===== config.mk =====
export PLATFORM = sky130hd
export DESIGN_NAME = pe_2d_flex_flat
export DESIGN_NICKNAME = d
export VERILOG_FILES = /design/src/rtl/pe_2d_flex_if.sv /design/src/rtl/pe_2d_flex.sv /design/src/flat_wrapper.sv
export SDC_FILE = /design/constraint.sdc
export NUM_CORES = 1
export LEC_CHECK = 0
export ABC_AREA = 1
export CAP_MARGIN = 5
export CORE_MARGIN = 3
export CORE_UTILIZATION = 56
export CTS_BUF_LIST = sky130_fd_sc_hd__clkbuf_4
export DETAILED_ROUTE_END_ITERATION = 10
export GPL_TIMING_DRIVEN = 0
export PLACE_DENSITY = 0.86
export SYNTH_ARGS = -nofsm -noshare
export SYNTH_HDL_FRONTEND = slang
export SYNTH_SLANG_ARGS = --single-unit

===== constraint.sdc =====
create_clock -name clk -period 6.1 [get_ports clk]
set_input_delay 0.61 -clock clk [delete_from_list [all_inputs] [get_ports clk]]
set_output_delay 0.61 -clock clk [all_outputs]
set_load 0.05 [all_outputs]

===== src/rtl/pe_2d_flex_if.sv =====
// Bundle of control, operand and partial-sum signals around one pe_2d_flex.
// Valid semantics: each *_vld/*_load qualifies its data in the same cycle; there is no backpressure.
interface pe_2d_flex_if #(
    parameter int DATA_W = 8,
    parameter int PSUM_W = 20
) ();
    logic                     start;
    logic                     mode;
    logic                     stop;
    logic                     drain;
    logic signed [DATA_W-1:0] w_in;
    logic                     w_load;
    logic                     w_commit;
    logic signed [DATA_W-1:0] fm_in;
    logic                     fm_vld_in;
    logic signed [PSUM_W-1:0] psum_in;
    logic                     psum_vld_in;
    logic signed [DATA_W-1:0] w_out;
    logic                     w_vld_out;
    logic signed [DATA_W-1:0] fm_out;
    logic                     fm_vld_out;
    logic signed [PSUM_W-1:0] psum_out;
    logic                     psum_vld_out;
    logic                     busy;
    logic                     ovf;
    logic [1:0]               dbg_state;

    modport master (
        output start, mode, stop, drain, w_in, w_load, w_commit,
               fm_in, fm_vld_in, psum_in, psum_vld_in,
        input  w_out, w_vld_out, fm_out, fm_vld_out, psum_out, psum_vld_out,
               busy, ovf, dbg_state
    );

    modport slave (
        input  start, mode, stop, drain, w_in, w_load, w_commit,
               fm_in, fm_vld_in, psum_in, psum_vld_in,
        output w_out, w_vld_out, fm_out, fm_vld_out, psum_out, psum_vld_out,
               busy, ovf, dbg_state
    );
endinterface


===== src/rtl/pe_2d_flex.sv =====
// Systolic PE switchable between weight-stationary and output-stationary dataflow.
// Define PE_2D_FLEX_SAT_EN to clamp overflowing sums instead of wrapping.
module pe_2d_flex #(
    parameter int DATA_W = 8,
    parameter int PSUM_W = 20
) (
    input logic         clk,
    input logic         rst_n,
    pe_2d_flex_if.slave bus
);
    localparam int PROD_W = 2 * DATA_W;
    localparam int SUM_W  = PSUM_W + 1;
    localparam logic signed [PSUM_W-1:0] PSUM_MAX = {1'b0, {(PSUM_W-1){1'b1}}};
    localparam logic signed [PSUM_W-1:0] PSUM_MIN = {1'b1, {(PSUM_W-1){1'b0}}};

    if (PSUM_W < 2 * DATA_W) begin : g_psum_w_check
        $error("pe_2d_flex: PSUM_W must be at least 2*DATA_W");
    end

    typedef enum logic [1:0] {
        IDLE     = 2'd0,
        WS_RUN   = 2'd1,
        OS_ACC   = 2'd2,
        OS_DRAIN = 2'd3
    } state_t;

    state_t                   state_q, state_d;
    logic                     start_ok;
    logic                     pair_vld;
    logic signed [DATA_W-1:0] w_shift_q, w_stat_q, fm_q;
    logic                     w_vld_q, fm_vld_q;
    logic signed [PSUM_W-1:0] psum_q, acc_q;
    logic                     psum_vld_q, ovf_q;

    logic signed [PROD_W-1:0] ws_prod, os_prod;
    logic signed [PSUM_W-1:0] ws_addend, ws_sum, acc_sum;
    logic                     ws_ovf, acc_ovf;

    // Returns {overflow, result}; overflow is flagged identically whether or not the result clamps.
    function automatic logic [PSUM_W:0] add_chk(input logic signed [PSUM_W-1:0] a,
                                                 input logic signed [PSUM_W-1:0] b);
        logic signed [SUM_W-1:0]  s;
        logic                     o;
        logic signed [PSUM_W-1:0] r;
        s = SUM_W'(a) + SUM_W'(b);
        o = s[PSUM_W] ^ s[PSUM_W-1];
        r = s[PSUM_W-1:0];
`ifdef PE_2D_FLEX_SAT_EN
        if (o) r = s[PSUM_W] ? PSUM_MIN : PSUM_MAX;
`else
        r = s[PSUM_W-1:0];
`endif
        return {o, r};
    endfunction

    assign ws_prod   = PROD_W'(w_stat_q) * PROD_W'(bus.fm_in);
    assign os_prod   = PROD_W'(bus.w_in) * PROD_W'(bus.fm_in);
    assign ws_addend = bus.psum_vld_in ? bus.psum_in : '0;
    assign {ws_ovf, ws_sum}   = add_chk(ws_addend, PSUM_W'(ws_prod));
    assign {acc_ovf, acc_sum} = add_chk(acc_q, PSUM_W'(os_prod));

    always_comb begin
        state_d  = state_q;
        start_ok = 1'b0;
        pair_vld = bus.w_load & bus.fm_vld_in;
        case (state_q)
            IDLE: begin
                if (bus.start) begin
                    start_ok = 1'b1;
                    state_d  = bus.mode ? OS_ACC : WS_RUN;
                end
            end
            WS_RUN:   if (bus.stop)  state_d = IDLE;
            OS_ACC:   if (bus.drain) state_d = OS_DRAIN;
            OS_DRAIN: state_d = IDLE;
            default:  state_d = IDLE;
        endcase
    end

    always_ff @(posedge clk or negedge rst_n) begin
        if (!rst_n) state_q <= IDLE;
        else        state_q <= state_d;
    end

    always_ff @(posedge clk or negedge rst_n) begin
        if (!rst_n) begin
            w_shift_q  <= '0;
            w_stat_q   <= '0;
            w_vld_q    <= 1'b0;
            fm_q       <= '0;
            fm_vld_q   <= 1'b0;
            psum_q     <= '0;
            psum_vld_q <= 1'b0;
            acc_q      <= '0;
            ovf_q      <= 1'b0;
        end else begin
            if (bus.w_load) w_shift_q <= bus.w_in;
            w_vld_q <= bus.w_load;
            // Commit sees the pre-edge shift stage, so a coincident load lands one commit later.
            if (bus.w_commit) w_stat_q <= w_shift_q;
            if (bus.fm_vld_in) fm_q <= bus.fm_in;
            fm_vld_q <= bus.fm_vld_in;

            case (state_q)
                WS_RUN: begin
                    psum_vld_q <= bus.fm_vld_in;
                    if (bus.fm_vld_in) begin
                        psum_q <= ws_sum;
                        if (ws_ovf) ovf_q <= 1'b1;
                    end
                end
                OS_ACC: begin
                    psum_q     <= bus.psum_in;
                    psum_vld_q <= bus.psum_vld_in;
                    if (pair_vld) begin
                        acc_q <= acc_sum;
                        if (acc_ovf) ovf_q <= 1'b1;
                    end
                end
                OS_DRAIN: begin
                    psum_q     <= acc_q;
                    psum_vld_q <= 1'b1;
                    acc_q      <= '0;
                end
                default: begin
                    psum_q     <= bus.psum_in;
                    psum_vld_q <= bus.psum_vld_in;
                    if (start_ok) begin
                        ovf_q <= 1'b0;
                        acc_q <= '0;
                    end
                end
            endcase
        end
    end

    assign bus.w_out        = w_shift_q;
    assign bus.w_vld_out    = w_vld_q;
    assign bus.fm_out       = fm_q;
    assign bus.fm_vld_out   = fm_vld_q;
    assign bus.psum_out     = psum_q;
    assign bus.psum_vld_out = psum_vld_q;
    assign bus.busy         = (state_q != IDLE);
    assign bus.ovf          = ovf_q;
    assign bus.dbg_state    = state_q;
endmodule

===== src/flat_wrapper.sv =====
// flat-port wrapper written by rule: the top's interface ports become plain ports
module pe_2d_flex_flat 
#(
    parameter int DATA_W = 8,
    parameter int PSUM_W = 20
)
  (clk, rst_n, bus_start, bus_mode, bus_stop, bus_drain, bus_w_in, bus_w_load, bus_w_commit, bus_fm_in, bus_fm_vld_in, bus_psum_in, bus_psum_vld_in, bus_w_out, bus_w_vld_out, bus_fm_out, bus_fm_vld_out, bus_psum_out, bus_psum_vld_out, bus_busy, bus_ovf, bus_dbg_state);
  pe_2d_flex_if #(.DATA_W(DATA_W), .PSUM_W(PSUM_W)) bus_i ();
  input logic clk;
  input logic rst_n;
  input wire logic [$bits(bus_i.start)-1:0] bus_start;
  input wire logic [$bits(bus_i.mode)-1:0] bus_mode;
  input wire logic [$bits(bus_i.stop)-1:0] bus_stop;
  input wire logic [$bits(bus_i.drain)-1:0] bus_drain;
  input wire logic [$bits(bus_i.w_in)-1:0] bus_w_in;
  input wire logic [$bits(bus_i.w_load)-1:0] bus_w_load;
  input wire logic [$bits(bus_i.w_commit)-1:0] bus_w_commit;
  input wire logic [$bits(bus_i.fm_in)-1:0] bus_fm_in;
  input wire logic [$bits(bus_i.fm_vld_in)-1:0] bus_fm_vld_in;
  input wire logic [$bits(bus_i.psum_in)-1:0] bus_psum_in;
  input wire logic [$bits(bus_i.psum_vld_in)-1:0] bus_psum_vld_in;
  output wire logic [$bits(bus_i.w_out)-1:0] bus_w_out;
  output wire logic [$bits(bus_i.w_vld_out)-1:0] bus_w_vld_out;
  output wire logic [$bits(bus_i.fm_out)-1:0] bus_fm_out;
  output wire logic [$bits(bus_i.fm_vld_out)-1:0] bus_fm_vld_out;
  output wire logic [$bits(bus_i.psum_out)-1:0] bus_psum_out;
  output wire logic [$bits(bus_i.psum_vld_out)-1:0] bus_psum_vld_out;
  output wire logic [$bits(bus_i.busy)-1:0] bus_busy;
  output wire logic [$bits(bus_i.ovf)-1:0] bus_ovf;
  output wire logic [$bits(bus_i.dbg_state)-1:0] bus_dbg_state;
  assign bus_i.start = bus_start;
  assign bus_i.mode = bus_mode;
  assign bus_i.stop = bus_stop;
  assign bus_i.drain = bus_drain;
  assign bus_i.w_in = bus_w_in;
  assign bus_i.w_load = bus_w_load;
  assign bus_i.w_commit = bus_w_commit;
  assign bus_i.fm_in = bus_fm_in;
  assign bus_i.fm_vld_in = bus_fm_vld_in;
  assign bus_i.psum_in = bus_psum_in;
  assign bus_i.psum_vld_in = bus_psum_vld_in;
  assign bus_w_out = bus_i.w_out;
  assign bus_w_vld_out = bus_i.w_vld_out;
  assign bus_fm_out = bus_i.fm_out;
  assign bus_fm_vld_out = bus_i.fm_vld_out;
  assign bus_psum_out = bus_i.psum_out;
  assign bus_psum_vld_out = bus_i.psum_vld_out;
  assign bus_busy = bus_i.busy;
  assign bus_ovf = bus_i.ovf;
  assign bus_dbg_state = bus_i.dbg_state;
  pe_2d_flex #(.DATA_W(DATA_W), .PSUM_W(PSUM_W)) u_core (.clk(clk), .rst_n(rst_n), .bus(bus_i));
endmodule

==> Word level (Yosys, flattened, before mapping) <==
Cells that the tools add are included.
{ "word_totals": {"ff_bits": 70, "latch_bits": 0, "mem_bits_rw": 0, "rom_bits": 0, "in_bits": 46, "output_inout_bits": 43, "wordCells": 56, "memories": 0} }
{ "op_classes": {"add_sub_neg": 2, "n_mul": 2, "n_div": 0, "magnitude_cmp": 0, "n_eq_ne": 10, "shift": 0, "muxes": 20, "n_bitwise": 5, "n_reduce_logical": 7} }
{ "ops": {"columns": ["operator", "count"], "rows": [
  ["$mux 20", 4],
  ["$pmux 20 s3", 1],
  ["$add 20x16->21", 2],
  ["$pmux 20 s2", 1],
  ["$mul 8x8->16", 2],
  ["$mux 2", 4],
  ["$ne 2x2->1 const B", 4],
  ["$pmux 2 s4", 1],
  ["$mux 1", 7],
  ["$ne 2x1->1 const B", 3],
  ["$reduce_and 3->1", 2],
  ["$reduce_and 6->1", 1],
  ["$reduce_bool 3->1", 2],
  ["$eq 2x2->1 const B", 2],
  ["$pmux 1 s3", 1],
  ["$eq 2x1->1 const B", 1],
  ["$logic_not 2->1", 1],
  ["$not 1->1", 2],
  ["$pmux 1 s2", 1],
  ["$reduce_bool 2->1", 1],
  ["$xor 1x1->1", 2],
  ["$and 1x1->1", 1]
]} }

==> Longest topological paths before layout <==
Gate-level depths: netlist of the first run.
{ "logic_depth": {"depth_word": 6, "ltp_mapped": 28, "depth_no_buf": 26} }

==> Worst setup path after synthesis of the first run <==
Ideal clock, no wire load.
{ "synth_path": {"path_type": "input port to flip-flop", "start": "input bus_fm_in[2]", "end": "register u_core.ovf_q, in the netlist u_core.bus.ovf", "setup_ns": 0.119, "arrival_time_ns": 5.145, "required_ns": 5.981, "path_slack_ns": 0.836, "path_stages": 24, "n_path_buf": 2, "cell_sequence": "clkbuf_1 > clkbuf_1 > nand2_1 > fa_1 > fa_1 > inv_1 > fa_1 > inv_1 > fa_1 > inv_1 > ha_1 > ha_1 > nand2_1 > inv_1 > nand2_1 > nand2_1 > a21oi_2 > nand3_1 > nand2_1 > nand2_1 > nand3_2 > nand3_1 > nand2_1 > nand2_1"} }
{ "synth_between": {"elab_chain_cells": 5, "elab_cells_between_ends": 9, "cone_classes": "add/sub: 2; mul: 2; eq/ne: 2; bitwise: 2; reduce/logical: 1"} }
{ "synth_rtl": {"columns": ["element", "line_no", "rtl"], "rows": [
  ["from (decl)", "flat_wrapper.sv:18", "input wire logic [$bits(bus_i.fm_in)-1:0] bus_fm_in;"],
  ["$mul 8x8->16 (on tied branches)", "pe_2d_flex.sv:57, pe_2d_flex.sv:56", null],
  ["$add 20x16->21", "pe_2d_flex.sv:45", "s = SUM_W'(a) + SUM_W'(b);"],
  ["$xor 1x1->1", "pe_2d_flex.sv:46", "o = s[PSUM_W] ^ s[PSUM_W-1];"],
  ["$ne 2x1->1 (no source line)", null, null],
  ["$reduce_and 6->1 (no source line) (*)", null, null],
  ["to (signal assigned)", "pe_2d_flex.sv:95", "ovf_q <= 1'b0;"],
  ["to (signal assigned)", "pe_2d_flex.sv:109", "if (ws_ovf) ovf_q <= 1'b1;"],
  ["to (signal assigned)", "pe_2d_flex.sv:117", "if (acc_ovf) ovf_q <= 1'b1;"],
  ["to (decl)", "pe_2d_flex.sv:33", "logic psum_vld_q, ovf_q;"]
]} }
Mark *: on every way between the ends. The rest lies on a longest branch, timed or not.
A chain may end at the register's enable or synchronous reset.

==> Final worst setup path of the first run <==
{ "layout_path": {"start": "input bus_fm_in[7]", "end": "register u_core.ovf_q, in the netlist u_core.bus.ovf"} }
Same word-level chain as after synthesis.

==> results of run 1 <==
-- cells by family (layout without fill, tap and decap cells) --
logic type | after synthesis | after routing | synth area share, %
and+or+nand+nor | 446 | 446 | 16.45
buffers and inverters | 392 | 480 | 13.40
adders and majority gates | 285 | 285 | 44.79
AOI/OAI and AO/OA | 132 | 132 | 7.250
DFF | 70 | 70 | 15.86
xor gates and xnor gates | 18 | 18 | 1.427
muxes | 8 | 8 | 0.8157
other | 0 | 2 | 0
-- stage by stage --
step | setup WS [ns] | instances | hold WS (ns)
2_1_floorplan | 0.8358 | 1351 | 0.3144
3_3_place_gp | 0.008332 | 1683 | 0.4766
3_5_place_dp | -0.2144 | 1683 | 0.4757
4_1_cts | 0.2796 | 1699 | 0.2594
5_1_grt | 0.03473 | 1700 | 0.2742
6_report | 0.3506 | 1701 | 0.2326
-- metal layers --
metal | vias up | GRT usage [%] | share of wire (%)
li1 | 4184 | - | -
met1 | 4392 | 34.30 | 39
met4 | 0 | 11.85 | 4.7
met2 | 436 | 45.45 | 48
met3 | 108 | 5.059 | 8.5
met5 | - | 0 | 0
-- layout make-up --
cell class                 instances  share of cell area (%)
multi-input combinational        889                   63.91
clock buffer                       9                  0.5527
sequential                        70                   14.33
inverter                         343                   10.53
clock inverter                     7                  0.5118
tap                              260                   2.661
timing repair buffer              72                   5.875
antenna                            2                 0.04094
buffer                            49                   1.586
-- worst paths after layout --
kind / endpoint / slack [ns]
worst min-delay path: u_core.bus.fm_out[4] / 0.23
worst min register to register: u_core.bus.ovf / 0.52
worst max register to register: u_core.bus.ovf / 0.57
worst max-delay path: u_core.bus.ovf / 0.35
min in group clk: u_core.w_stat_q[3] / 0.48
max in group asynchronous: u_core.bus.psum_out[17] / 5.26
-- state kept, by name (all words and copies together), names as in the netlist --
register                 count
u_core.bus.ovf               1
u_core.bus.psum_vld_out      1
u_core.w_stat_q              8
u_core.bus.w_out             8
u_core.acc_q                20
u_core.bus.fm_out            8
u_core.bus.fm_vld_out        1
u_core.bus.dbg_state         2
u_core.bus.psum_out         20
u_core.bus.w_vld_out         1
-- cells in the mapped netlist --
| master | count | area share [%] |
|---|---|---|
| a22oi_1 | 2 | 0.14 |
| nand3_2 | 3 | 0.27 |
| a32o_1 | 3 | 0.27 |
| xnor2_1 | 7 | 0.56 |
| and3_1 | 1 | 0.057 |
| a21oi_1 | 58 | 2.6 |
| nor2_4 | 1 | 0.10 |
| dfrtp_1 | 70 | 16 |
| o21ai_1 | 8 | 0.36 |
| nor3_2 | 3 | 0.27 |
| a31oi_1 | 2 | 0.11 |
| o21bai_1 | 3 | 0.20 |
| o21ai_2 | 1 | 0.079 |
| fa_1 | 184 | 33 |
| nand2_2 | 10 | 0.57 |
| clkbuf_4 | 1 | 0.068 |
| a22o_1 | 1 | 0.079 |
| or2_2 | 6 | 0.34 |
| inv_1 | 340 | 12 |
| or2_1 | 2 | 0.11 |
| nand3b_1 | 1 | 0.068 |
| o22ai_1 | 4 | 0.23 |
| nand2_1 | 333 | 11 |
| mux2_2 | 8 | 0.82 |
| nor4_1 | 1 | 0.057 |
| buf_1 | 1 | 0.034 |
| a31o_2 | 2 | 0.16 |
| clkbuf_1 | 43 | 1.5 |
| xor2_1 | 11 | 0.87 |
| nand3_1 | 25 | 1.1 |
| o21ai_0 | 24 | 1.1 |
| a221oi_1 | 18 | 1.4 |
| buf_2 | 4 | 0.18 |
| or2_0 | 2 | 0.11 |
| inv_2 | 3 | 0.10 |
| nor3_1 | 2 | 0.091 |
| nand4_1 | 2 | 0.11 |
| a21oi_2 | 6 | 0.48 |
| ha_1 | 101 | 11 |
| nor2_1 | 54 | 1.8 |
-- worst reg2reg max path: cells and delay by family, from the launching register on --
family	cells	cell delay, ns
DFF	1	0.36
adders and majority gates	6	2.69
and+or+nand+nor	10	0.92
AOI/OAI and AO/OA	2	0.28
buffers and inverters	5	1.20
-- layout by cell type (no fill, tap or decap), types with 3 or more instances in the layout --
| master | n |
|---|---|
| inv_1 | 340 |
| nand2_1 | 333 |
| fa_1 | 184 |
| ha_1 | 101 |
| clkdlybuf4s50_1 | 71 |
| dfrtp_1 | 70 |
| a21oi_1 | 58 |
| nor2_1 | 54 |
| clkbuf_1 | 42 |
| nand3_1 | 25 |
| o21ai_0 | 24 |
| a221oi_1 | 18 |
| xor2_1 | 11 |
| clkbuf_4 | 10 |
| nand2_2 | 10 |
| o21ai_1 | 8 |
| mux2_2 | 8 |
| xnor2_1 | 7 |
| or2_2 | 6 |
| a21oi_2 | 6 |
| buf_2 | 4 |
| o22ai_1 | 4 |
| nand3_2 | 3 |
| inv_2 | 3 |
| nor3_2 | 3 |
| o21bai_1 | 3 |
| a32o_1 | 3 |
| inv_6 | 3 |
==> impl_results.md, run 1 <==
* First-pass GRT wire length at roughly 46 mm
* H-tree levels at 3
* CTS Buf Count at 9
* Row count at 50
* Post-route cell area at 12220 um^2
* Cts repair resizes at 0
* Clock skew at 0.02597 ns
* CTS tree: built
* Clock latency at the later pin of the worst-skew pair at 0.48 ns
* Final-stage net count at 1765
* Antenna violations before repair at 1
* Crit start category: primary input
* Worst setup EP type: flop
* # clock sinks at 70
* Hold WC Path Type: primary input to async pin
* Detailed Route Iter0 Violations at ~760
* Die area at 21440 um^2
* Worst slew margin at 40.21%
* Largest net degree at the start of global routing at 71
* Post-DRT Antenna Nets at 0
* Reg2reg start: u_core.w_stat_q[7]
* Area of the multi-input gates at 7812 um^2
* Clk pin slew, worst setup/hold paths at 0.14 ns
* Die width at 146.4 um
* RSZ-0062 raised after global routing: no
* R2R cell count at 23
* Vias per cell at between 5 and 6
* Placed cell area at 12090 um^2
* GPL Wtd Cong at 0.9760
* Initial Util at 58.07%
* Post-Synthesis Mean Instance Area at 8.175 um^2
* Via count of the first global-routing pass at 9635
* FF+latch area at 1752 um^2
* CP Data Required Time at approximately 6.5 ns
* Fmax at ~0.17 GHz
* WS Path Type: primary input to flop
* CTS Hold Bufs at 0
* Die Height at 146.4 um
* Syn Inst Count at 1351
* Yosys warns at 0
* Worst-Margin Slew at 0.8969 ns
* WL/cell at 16.17 um
* GRT Total Usage at 27.02%
* Clock Tree Root: clkbuf_4
* Fill cells at 1576
* Layout cells sized above 1 at 4.587%
* Core box area at 19020 um^2
* Drt drc at 0
* Fin. max-slew vios at 0
* Length of the first detailed-routing pass in iterations at 9
* Clock buffer depth at 2
* Buf+Inv Stages, Crit Path at 4
* CP dominant cell by count: nand2_1
* Fin util at 64.28%
* Via count at around 9100
* Setup TNS at 0 ns
* Synthesized area at 11040 um^2
* Tmin final at 5.749 ns
* CP Launch Point: bus_fm_in[7]
* Synth Register Bits at 70
* CP arrival at between 6 and 7 ns
* Synth unique cells at 40
* I/O pins at about 90
* CP max stage delay at 0.60 ns
* HPWL after detailed placement at 22.66 mm
* Largest fanout on the critical path at 11
* Drt total wl at roughly 28 mm
* CP cell instances: clkdlybuf4s50_1 > inv_1 > buf_1 > fa_1 > inv_1 > fa_1 > fa_1 > fa_1 > fa_1 > ha_1 > a21oi_1 > nand2_1 > nand2_1 > nand2_2 > a21oi_1 > nand2_1 > nand2_1 > nand2_1 > nand3_2 > nand3_1 > nand2_1 > nand2_1
* Setup bufs post-CTS at 0
* Status: finished, final reports clean
* I/O Buffers at 72
* Fin crit share at 94.25%
* Max-cap violations at 0
* Sequential share of the synthesized area at 15.86%
* CP max stage cell: buf_1
* Crit path max-delay family: adder cells
* Synthesized Nets at 1682
* Setup violators final at 0
* Layout overhead on the synthesized area at 10.68%
* Hold Fails Final Rpt at 0
* GRT Residual Overflow at 0
* Crit path depth at 22
Power of run 1 is left out: the tool's default activity adds up to more than one toggle a clock period on the data nets, which glitch-free logic cannot reach.
==> inputs of run 2 (changes only) <==
--- a/config.mk
+++ b/config.mk
@@ -8,11 +8,11 @@
 export ABC_AREA = 1
 export CAP_MARGIN = 5
 export CORE_MARGIN = 3
-export CORE_UTILIZATION = 56
+export CORE_UTILIZATION = 50
 export CTS_BUF_LIST = sky130_fd_sc_hd__clkbuf_4
 export DETAILED_ROUTE_END_ITERATION = 10
 export GPL_TIMING_DRIVEN = 0
-export PLACE_DENSITY = 0.86
+export PLACE_DENSITY = 0.79
 export SYNTH_ARGS = -nofsm -noshare
 export SYNTH_HDL_FRONTEND = slang
 export SYNTH_SLANG_ARGS = --single-unit
==> impl_results.md, run 2 (synthesis results as in run 1) <==
* Layout overhead on the synthesized area at 11.42%
* Worst slew margin at 49.68%
* Largest fanout on the critical path at 10
* Final-stage net count at 1767
* Fmax at roughly 0.17 GHz
* CP cell instances: clkbuf_1 > clkbuf_1 > nand2_1 > fa_1 > fa_1 > inv_1 > fa_1 > inv_1 > fa_1 > inv_1 > ha_1 > ha_1 > nand4_1 > a21oi_1 > nor2_1 > nand2_2 > nand2_1 > nand2_1 > nand2_1 > nand3_2 > nand3_1 > nand2_1 > nand2_1
* WL/cell at 16.34 um
* Flop2flop setup slack at 0.52 ns
* Reg2reg start: u_core.w_stat_q[7]
* Largest net degree at the start of global routing at 70
* Via count at 9047
* H-tree levels at 3
* CP dominant cell by count: nand2_1
* CTS tree: built
* Layout cells sized above 1 at 4.653%
* GRT Total Usage at 25.14%
* Most common cell after layout, fill and taps aside: inv_1
* Crit path max-delay family: adder cells
* Die Height at 154.6 um
* Clock buffer depth at 2
* Commonest non-fill, non-tap cells in the layout: 340 x inv_1, 333 x nand2_1, 184 x fa_1, 101 x ha_1, 71 x clkdlybuf4s50_1
* Worst setup EP type: flop
* Initial Util at 51.72%
* Crit path depth at 23
* CP max stage delay at 0.75 ns
* Clock latency at the later pin of the worst-skew pair at 0.48 ns
* Setup bufs post-CTS at 0
* Worst-Margin Slew at 0.7539 ns
* CTS Buf Count at 9
* Pre-CTS setup slack at -0.2467 ns
* Max-cap violations at 0
* Row count at 53
* Fin crit share at 94.69%
* HPWL after detailed placement at 22.96 mm
* RSZ-0062 raised after global routing: no
* Hold WC Path Type: primary input to async pin
* I/O Buffers at 72
* Post-route cell area at 12310 um^2
* # clock sinks at 70
* Setup violators final at 0
* Via count of the first global-routing pass at 9616
* First-pass GRT wire length at 48.07 mm
* Post-DRT Antenna Nets at 0
* PnR worst setup slack at 0.3238 ns
* Fin. max-slew vios at 0
* Buf+Inv Stages, Crit Path at 5
* Vias per cell at 5.272
* GPL Wtd Cong at ~0.93
* Drt drc at 0
* GRT Residual Overflow at 0
* R2R cell count at 22
* Clk pin slew, worst setup/hold paths at 0.14 ns
* Clock Tree Root: clkbuf_4
* CP max stage cell: fa_1
* Antenna violations before repair at 1
* CP Data Required Time at 6.46 ns
* Die area at 23910 um^2
* Clock skew at 0.02786 ns
* WS Path Type: primary input to flop
* Detailed Route Iter0 Violations at 577
* Drt total wl at 28.03 mm
* I/O pins at 89
* FF-to-FF End: u_core.bus.ovf
* Length of the first detailed-routing pass in iterations at 6
* Hold Fails Final Rpt at 0
* Tmin final at 5.776 ns
* CP arrival at 6.14 ns
* Placed cell area at 12130 um^2
* Die width at 154.6 um
* Crit start category: primary input
* Status: finished, final reports clean
* Core box area at 21350 um^2
==> run 2: layer usage <==
| layer | vias up | part of all wire, % | GRT usage [%] |
|---|---|---|---|
| met4 | 0 | 3.5 | 8.789 |
| met5 | - | 0 | 0 |
| met1 | 4470 | 42 | 32.96 |
| li1 | 4190 | - | - |
| met2 | 316 | 48 | 42.51 |
| met3 | 71 | 6.3 | 4.113 |
==> run 2: layout make-up <==
type / count / area (um^2)
antenna: 1 / 2.502
buffer: 49 / 196.4
clock buffer: 9 / 67.56
clock inverter: 6 / 87.58
fill: 1931 / 9047
inverter: 343 / 1287
multi-input combinational: 889 / 7812
sequential: 70 / 1752
tap: 275 / 344.1
timing repair buffer: 74 / 755.7
==> run 2: how the worst max path moves through the flow <==
| stage | start | to | slack (ns) |
|---|---|---|---|
| 6_report | bus_fm_in[4] | u_core.bus.ovf | 0.32 |
| 5_1_grt | bus_fm_in[4] | u_core.bus.ovf | 0.05 |
| 4_1_cts | bus_fm_in[2] | u_core.bus.ovf | 0.25 |
| 3_5_place_dp | bus_fm_in[2] | u_core.bus.ovf | -0.25 |
| 3_3_place_gp | bus_fm_in[2] | u_core.bus.ovf | -0.08 |
| 2_1_floorplan | bus_fm_in[2] | u_core.bus.ovf | 0.84 |
==> run 2: stage by stage <==
step / instances / hold WS, ns / TNS, ns / utilization, %
after global placement: 1698 / 0.4750 / -0.1241 / 56.71
after global routing: 1716 / 0.4595 / 0 / 57.63
after floorplan: 1351 / 0.3144 / 0 / -
after detailed placement: 1699 / 0.4222 / -0.4952 / 56.83
final: 1716 / 0.4491 / 0 / 57.63
after CTS: 1715 / 0.4366 / 0 / 57.60
==> run 2: repair_timing <==
item / in CTS / in global routing
setup endpoints to repair: 0 / 1
hold buffers: 1 / 0
hold endpoints to repair: 1 / 0
resized for setup: 0 / 5
Power of run 2 is left out for the same reason.
==> inputs of run 3 (changes only) <==
--- a/config.mk
+++ b/config.mk
@@ -12,7 +12,7 @@
 export CTS_BUF_LIST = sky130_fd_sc_hd__clkbuf_4
 export DETAILED_ROUTE_END_ITERATION = 10
 export GPL_TIMING_DRIVEN = 0
-export PLACE_DENSITY = 0.79
+export PLACE_DENSITY = 0.82
 export SYNTH_ARGS = -nofsm -noshare
 export SYNTH_HDL_FRONTEND = slang
 export SYNTH_SLANG_ARGS = --single-unit
==> constraint.sdc (replaced) <==
create_clock -name clk -period 5 [get_ports clk]
set_input_delay 0.5 -clock clk [delete_from_list [all_inputs] [get_ports clk]]
set_output_delay 0.5 -clock clk [all_outputs]
set_load 0.05 [all_outputs]
==> impl_results.md, run 3 (synthesis results as in run 1) <==
* Dpl cells at 1699
* Buf+Inv Stages, Crit Path at 2
* Row count at 53
* Setup violators final at 0
* CP Launch Point: u_core.w_stat_q[7]
* Hold Slack at between 0.3 and 0.4 ns
* Clock Tree Root: clkbuf_4
* WL/cell at 16.41 um
* Fin crit share at a little over nine tenths
* Clock buffer depth at 2
* Drt total wl at 28.33 mm
* Antenna violations before repair at 1
* Length of the first detailed-routing pass in iterations at 7
* CP max stage cell: fa_2
* Via count at around 9000
* Crit path max-delay family: adder cells
* Hold WC Path Type: primary input to async pin
* Commonest non-fill, non-tap cells in the layout: 336 x inv_1, 328 x nand2_1, 180 x fa_1, 90 x ha_1, 69 x clkdlybuf4s50_1
* Setup TNS at 0 ns
* GR Util met3 at 4.533%
* Worst slew margin at 49.37%
* Vias per cell at 5.254
* Initial Util at 51.72%
* Worst setup EP type: flop
* Reg2reg start: u_core.w_stat_q[7]
* H-tree levels at 3
* CTS Buf Count at 9
* Most common cell after layout, fill and taps aside: inv_1
* Clock skew at 0.03431 ns
* Met1 Track Usage GR at 31.85%
* Largest fanout on the critical path at 6
* Worst-Margin Slew at 0.7595 ns
* Met2 Usage GRT at 40.33%
* Clock latency at the later pin of the worst-skew pair at 0.48 ns
* Tmin final at 4.896 ns
* Post-DRT Antenna Nets at 0
* Crit start category: flop
* CP cell instances: buf_4 > nand2_1 > fa_2 > fa_2 > inv_1 > fa_1 > fa_1 > ha_1 > ha_1 > nand4_1 > a21oi_2 > nor2_2 > nand2_2 > nand2_1 > nand2_2 > nand2_1 > nand3_2 > nand3_1 > nand2_1 > nand2_1
* Layout cells sized above 1 at 9.580%
* Layout overhead on the synthesized area at 14.74%
* CP arrival at between 5 and 6 ns
* Gr busiest metal: met2
* WS Path Type: flop to flop
* CP dominant cell by count: nand2_1
* Max-cap violations at 0
* HPWL after detailed placement at 22.65 mm
* Die area at 23910 um^2
* Die width at 154.6 um
* Drt drc at 0
* GPL Wtd Cong at 0.9465
* Core box area at 21350 um^2
* I/O Buffers at 72
* RSZ-0062 raised after global routing: yes
* # clock sinks at 70
* Via count of the first global-routing pass at 9510
* CTS tree: built
* GRT Residual Overflow at 0
* Non-filler instance count after layout at 1727
* Final-stage net count at 1777
* Detailed Route Iter0 Violations at 588
* Fin. max-slew vios at 0
* Status: finished, final reports clean
* Largest net degree at the start of global routing at 70
* First-pass GRT wire length at 46.55 mm
* CP Data Required Time at ~5.4 ns
* Clk pin slew, worst setup/hold paths at 0.15 ns
* Hold Fails Final Rpt at 0
* Fill cells at 1815
* CP max stage delay at 0.65 ns
* GRT Total Usage at between 20% and 30%
* I/O pins at 89
* Die Height at 154.6 um
* Fmax at 0.2042 GHz
run 3: area by class of cell:
cell class                      instances  area [um^2]  share of cell area (%)
Clock inverter                          7        47.55                  0.3752
Buffer                                 41        211.5                   1.669
Inverter                              343         1303                   10.28
Clock buffer                            9        67.56                  0.5332
Sequential cell                        70         1759                   13.88
Tap cell                              275        344.1                   2.715
Timing Repair Buffer                   92        925.9                   7.306
Antenna cell                            1        2.502                 0.01975
Multi-Input combinational cell        889         8011                   63.22
run 3: final timing paths:
| path | slack (ns) | endpoint | cells after the start |
|---|---|---|---|
| hold reg to reg | 0.52 | u_core.bus.fm_out[2] | 1 |
| min in group clk | 0.37 | u_core.w_stat_q[5] | 3 |
| hold / removal | 0.35 | u_core.bus.fm_vld_out | 2 |
| setup / recovery | 0.10 | u_core.bus.ovf | 20 |
| max in group asynchronous | 4.10 | u_core.bus.psum_out[17] | 3 |
| setup reg to reg | 0.10 | u_core.bus.ovf | 20 |
run 3: per-layer routing:
layer	vias up	routed length [um]
met4	0	1137
met2	393	13540
met3	80	2138
met5	-	0
met1	4392	11520
li1	4208	-
run 3: timing repair:
| item | in CTS | in global routing |
|---|---|---|
| pin swaps | 0 | 6 |
| setup buffers | 7 | 11 |
| gates cloned | 0 | 0 |
| gates resized for setup | 25 | 56 |
| hold buffers | 1 | 0 |
| setup endpoints to repair | 25 | 12 |
| endpoints found under the hold margin | 1 | 0 |
run 3: stage by stage:
step                      utilization (%)  worst slack (ns)  instance area (um^2)
final                               59.35            0.1038                 12670
after global routing                59.35          -0.03606                 12670
after detailed placement            56.86            -1.121                 12140
after CTS                           58.04          0.005594                 12390
after global placement              56.74            -1.022                 12120
after floorplan                         -           0.01925                 11050
Power of run 3 is left out for the same reason.
